==> src/rtl/instr_fetch_unit.sv <==
// instr_fetch_unit: loadable program memory and PC serving one instruction per PC value to bit_serial.
module instr_fetch_unit #(
    parameter int IW = 3,
    parameter int AW = 3
) (
    input  logic          i_clk,
    input  logic          i_rst,
    input  logic          i_load_valid,
    input  logic [IW-1:0] i_load_data,
    input  logic          i_load_last,
    output logic          o_load_ready,
    input  logic          i_pcincr,
    output logic [IW-1:0] o_data_instruction,
    output logic [AW-1:0] o_pc,
    output logic [AW:0]   o_len,
    output logic          o_running,
    output logic          o_wrap
);
    localparam int DEPTH = 2**AW;

    typedef enum logic {LOAD, RUN} state_t;

    state_t        state, state_nx;
    logic [AW-1:0] pc, wr_ptr;
    logic [AW:0]   len;
    logic [IW-1:0] mem [DEPTH];
    logic          beat, done, adv, last_pc;

    assign beat    = i_load_valid && state == LOAD;
    assign done    = beat && (i_load_last || wr_ptr == AW'(DEPTH-1));
    assign adv     = state == RUN && i_pcincr;
    assign last_pc = {1'b0, pc} == len - (AW+1)'(1);

    always_ff @(posedge i_clk) begin
        if (!i_rst) state <= LOAD;
        else        state <= state_nx;
    end

    always_comb begin
        state_nx = done ? RUN : state;
    end

    always_ff @(posedge i_clk) begin
        if (!i_rst) begin
            pc     <= '0;
            wr_ptr <= '0;
            len    <= '0;
            o_wrap <= 1'b0;
        end else begin
            if (beat) wr_ptr <= wr_ptr + AW'(1);
            if (done) begin
                len <= {1'b0, wr_ptr} + (AW+1)'(1);
                pc  <= '0;
            end
            if (adv) pc <= last_pc ? '0 : pc + AW'(1);
            o_wrap <= adv && last_pc;
        end
    end

    // array is deliberately left uncleared by reset; a full reload precedes every RUN
    always_ff @(posedge i_clk) begin
        if (i_rst && beat) mem[wr_ptr] <= i_load_data;
    end

    always_comb begin
        o_load_ready       = state == LOAD;
        o_running          = state == RUN;
        o_pc               = pc;
        o_len              = len;
        o_data_instruction = state == RUN ? mem[pc] : '0;
    end
endmodule
==> config.mk <==
export PLATFORM = sky130hd
export DESIGN_NAME = instr_fetch_unit
export DESIGN_NICKNAME = d
export VERILOG_FILES = /design/src/rtl/instr_fetch_unit.sv
export SDC_FILE = /design/constraint.sdc
export NUM_CORES = 1
export LEC_CHECK = 0
export BUFFER_PORTS_ARGS = -buffer_cell sky130_fd_sc_hd__buf_2
export CAP_MARGIN = 20
export CORE_AREA = 4 4 66 68
export CTS_BUF_LIST = sky130_fd_sc_hd__clkbuf_8
export CTS_CLUSTER_DIAMETER = 150
export DETAILED_ROUTE_END_ITERATION = 8
export DIE_AREA = 0 0 70 72
export GPL_ROUTABILITY_DRIVEN = 0
export GPL_TIMING_DRIVEN = 0
export PLACE_DENSITY = 0.7
export SLEW_MARGIN = 20
export SYNTH_ARGS = -nofsm -noshare
export SYNTH_HDL_FRONTEND = slang
export SYNTH_SLANG_ARGS = --single-unit
==> constraint.sdc <==
create_clock -name i_clk -period 1.9 [get_ports i_clk]
set_clock_uncertainty 0.15 [all_clocks]
set_input_delay 0.38 -clock i_clk [delete_from_list [all_inputs] [get_ports i_clk]]
set_output_delay 0.38 -clock i_clk [all_outputs]
set_load 0.01 [all_outputs]
Word level (Yosys, flattened, before mapping)
Memory sizes are Yosys's and may differ from the RTL's. A register that Yosys moved wholly into a read port is not among the register bits. Index checks and enable logic that the tools add are counted.

Flip-flop bits (word level): 12. Memory bits (writable): 24. Output and inout port bits: 13. Word-level logic and storage cells: 28. Memories kept: 1.

$add $sub $neg: 4. Equal/unequal tests: 2. Mux-type cells: 8. Bitwise operators: 1. Reduce and logical (&&, ||, !) cells: 7.

Memories: mem (words 8, width 3, read ports 1, clocked after memory_dff 1, wr ports 1, RTL line 26) `logic [IW-1:0] mem [DEPTH];`.

Operators with widths (number): 3-bit 2-to-1 mux (6); 3-bit by 1-bit adder with 3-bit output (second input constant) (2); 1-bit logical AND (5); 3-bit by 1-bit adder with 4-bit output (second input constant) (1); 3-bit by 4-bit == test with 1-bit output (1); 4-bit by 1-bit subtractor with 4-bit output (second input constant) (1); 3-bit == test (second input constant) (1); 1-bit 2-to-1 mux (2); 2-bit nonzero test (1); 1-bit logical OR (1); 1-bit NOT (1).

Depth between registers and ports, before layout
Depth in word-level cells: 7. Mapped depth: 6. Depth with buffers taken out: 6.

Least setup slack after synthesis
OpenSTA, ideal clock, no wires.

Kind: register to register. Start: reg len[0] (netlist: o_len[0]). End: reg with a tool-made name. Data arrival time: 1.666 ns. Required time: 1.620 ns. Setup slack: -0.046 ns. Cell stages (with the launch flop): 7. Path buffers: 0. Period minus slack after synthesis: 1.946 ns. Cell sequence: dfxtp_1 inv_1 ha_1 xor2_1 or4b_4 a211oi_1 o22ai_1.

RTL lines: start, declared (RTL line 25) `logic [AW:0] len;`; start signal, assigned (RTL line 52) `len <= {1'b0, wr_ptr} + (AW+1)'(1);`.

==> run summary <==
Status: finished with violations
Failing checks: setup timing
Final wirelength: 2990 um
Global-route usage over all layers: 13.3%
Commonest cells in the synthesized netlist: edfxtp_1, dfxtp_1, nand2_1, nor2_1, a21oi_1
Final worst path period need: 2.12 ns
CTS max path bufs: 2
Mapped Cells: 125
EDFF count, synth: 24
Clk slew on worst S/H paths: 0.07 ns
Critical path class: reg2out
RSZ-0062 raised after global routing: true
Post-synthesis cell type count: 31
Tightest Pin Transition: 0.360 ns
Number of CTS-inserted buffers: 5
Highest achievable clock rate: 472 MHz
CP arrival: 1.59 ns
Register area share after synthesis: 62.4%
# H-tree levels: 2
Flop-to-flop setup slack: 0.08 ns
I/O pin cnt: 21
Max-slew headroom: 76.0%
Initial Util: 42.4%
Cell at the slowest stage of the critical path: mux4_2
Worst r2r dst: o_pc[2]$_SDFFE_PN0N_
Post-Syn Area: 1640 sq um
DRC: 0
Power per cell area: 824 nW/um^2
TritonRoute pass-1 iters: 4
Global route overflow: 0
Clk Latency, worst-skew pair: 0.28 ns
Root Driver: clkbuf_8
Largest net degree at the start of global routing: 12
Reg-to-Reg Start: o_len[0]$_SDFFE_PN0P_
Initial antenna violation count: 0
Peak supply drop: 0.397 mV
Core box area: 3860 sq um
PortBufs: 19
Setup crit end kind: output port
Final setup viols: 3
Initial drt markers: 94
Worst hold path depth: 1
Wirelength per Cell: 14.6 um
Post-synth top area cell: edfxtp_1
Max-slew violation count: 0
Synth top area share: 44.1%
Average cell area after synthesis: 13.1 sq um
Crit path largest cell delay: 0.51 ns
Required @ worst endpoint: 1.37 ns
Synthesis-stage register bit count: 39
DP HPWL: 2220 um
Syn nets: 137
Tcrit/Tclk final: 111%
Worst setup margin: -0.217 ns
# rows: 23
Layout area overhead: 19.8%
ANT cells: 0
Chip width: 70 um
Total power: 1.61 mW
Setup TNS: -0.640 ns
Share of cells above drive strength 1: 32.5%
Vias in the first global route: 1097
Routed vias: 1065
Yosys warns: 0
Final cell count without fillers: 204
Final Util: 50.8%
Routed Antenna Nets: 0
Hold Crit Class: in2reg
Most instantiated library cell after synthesis: edfxtp_1
CP cell instances: buf_8 -> mux4_2 -> mux2i_1 -> nor2_1 -> buf_2
Cell total after placement: 194
Fin. Hold Viols: 0
Critical Path End: o_data_instruction[0]
Async SR Flop Fraction: 0%
Setup crit start kind: flip-flop
CP Max Fanout: 6
First-pass GRT wire length: 5120 um
Num Clock Sinks: 39
Die area: 5040 sq um
Leakage: 0.719 nW
Dominant cells by area after synthesis: edfxtp_1, dfxtp_1, mux4_2, ha_1, mux2i_1
DR vias/cell: 5.22
Dpl ws: -0.0775 ns
Nets@finish: 165
Worst-case reg-to-reg path depth: 6
CTS tree: done
Die Span Y: 72 um
Number of max-cap violations: 0
Main synth FF type: edfxtp_1
routing by layer:
metal | global-route usage [%] | share of wire [%] | routed length (um)
met1 | 16.1 | 41 | 1240
met2 | 21.7 | 52 | 1550
met3 | 4.71 | 4.7 | 139
met4 | 5.74 | 2.0 | 60
met5 | 0 | 0 | 0
cells by family (layout without fill, tap and decap cells):
| logic type | after synthesis | after routing | share of synthesized area, % |
|---|---|---|---|
| simple gates | 44 | 44 | 13.2 |
| flops | 39 | 39 | 62.4 |
| compound gates | 16 | 16 | 6.12 |
| mux | 11 | 11 | 11.3 |
| buf+inv | 7 | 36 | 1.76 |
| fa+ha+maj | 4 | 4 | 3.06 |
| xor+xnor | 4 | 4 | 2.14 |
report_power, final:
group / switching (mW) / internal [mW]
registers: 0.0198 / 0.919
clock network: 0.262 / 0.246
logic: 0.0899 / 0.0783
metrics by stage:
step,hold slack (ns),instance area [sq um]
3_5_place_dp,0.341,1790
6_report,0.224,1960
2_1_floorplan,0.329,1640
5_1_grt,0.212,1960
3_3_place_gp,0.331,1790
4_1_cts,0.220,1940
worst min-delay path by stage:
stage | slack [ns] | to | from
finish | 0.22 | mem[2][0]$_DFFE_PP_ | i_load_data[0]
global route | 0.21 | mem[6][0]$_DFFE_PP_ | i_load_data[0]
CTS | 0.22 | mem[2][0]$_DFFE_PP_ | i_load_data[0]
detailed placement | 0.34 | o_len[2]$_SDFFE_PN0P_ | o_len[2]$_SDFFE_PN0P_
global placement | 0.33 | o_len[2]$_SDFFE_PN0P_ | o_len[2]$_SDFFE_PN0P_
floorplan | 0.33 | mem[0][0]$_DFFE_PP_ | i_load_data[0]
flip-flops by register name (all words and copies together), names as in the netlist, named ones only:
name and cells:
wr_ptr 3, o_pc 3, mem 24, o_len 4, o_wrap 1, o_running 1
cells in the final DEF, fill, tap and decap left out, types with 2 or more instances in the layout:
cell type / netlist / final
edfxtp_1: 24 / 24
a21oi_1: 7 / 6
inv_2: 0 / 2
mux4_2: 6 / 6
nand2b_1: 3 / 3
ha_1: 4 / 3
nand3_1: 3 / 3
dfxtp_1: 15 / 12
clkbuf_8: 0 / 5
buf_4: 0 / 2
buf_2: 2 / 20
a21oi_2: 1 / 2
nor2_1: 12 / 12
mux2i_1: 5 / 5
a211oi_1: 3 / 2
and2_1: 2 / 2
nor3_2: 0 / 2
inv_1: 3 / 3
xor2_1: 3 / 2
nand2_1: 13 / 13
nor2b_1: 2 / 2
nand3b_1: 2 / 2
dfxtp_2: 0 / 2
final cells by class:
type,count,area (sq um)
clock inverters,3,12.5
repair buffers,21,110
fillers,351,1900
plain buffers,3,23.8
inverters,4,15.0
clock buffers,5,68.8
multi-input cells,79,639
well taps,50,62.6
flip-flops and latches,39,1030
worst max-delay path: cells and delay by family, from the launching register on:
| family | cells | cell delay, ns |
|---|---|---|
| and+or+nand+nor | 1 | 0.05 |
| muxes | 2 | 0.66 |
| buffers and inverters | 2 | 0.27 |
| DFF | 1 | 0.33 |
timing repair:
item | 4_1_cts | 5_1_grt
hold buffers | 0 | 0
setup buffers | 2 | 0
resized for setup | 13 | 4
endpoints found under the setup margin | 7 | 13
pin swaps | 4 | 3
No activity file was read; power rests on OpenSTA's default activity.
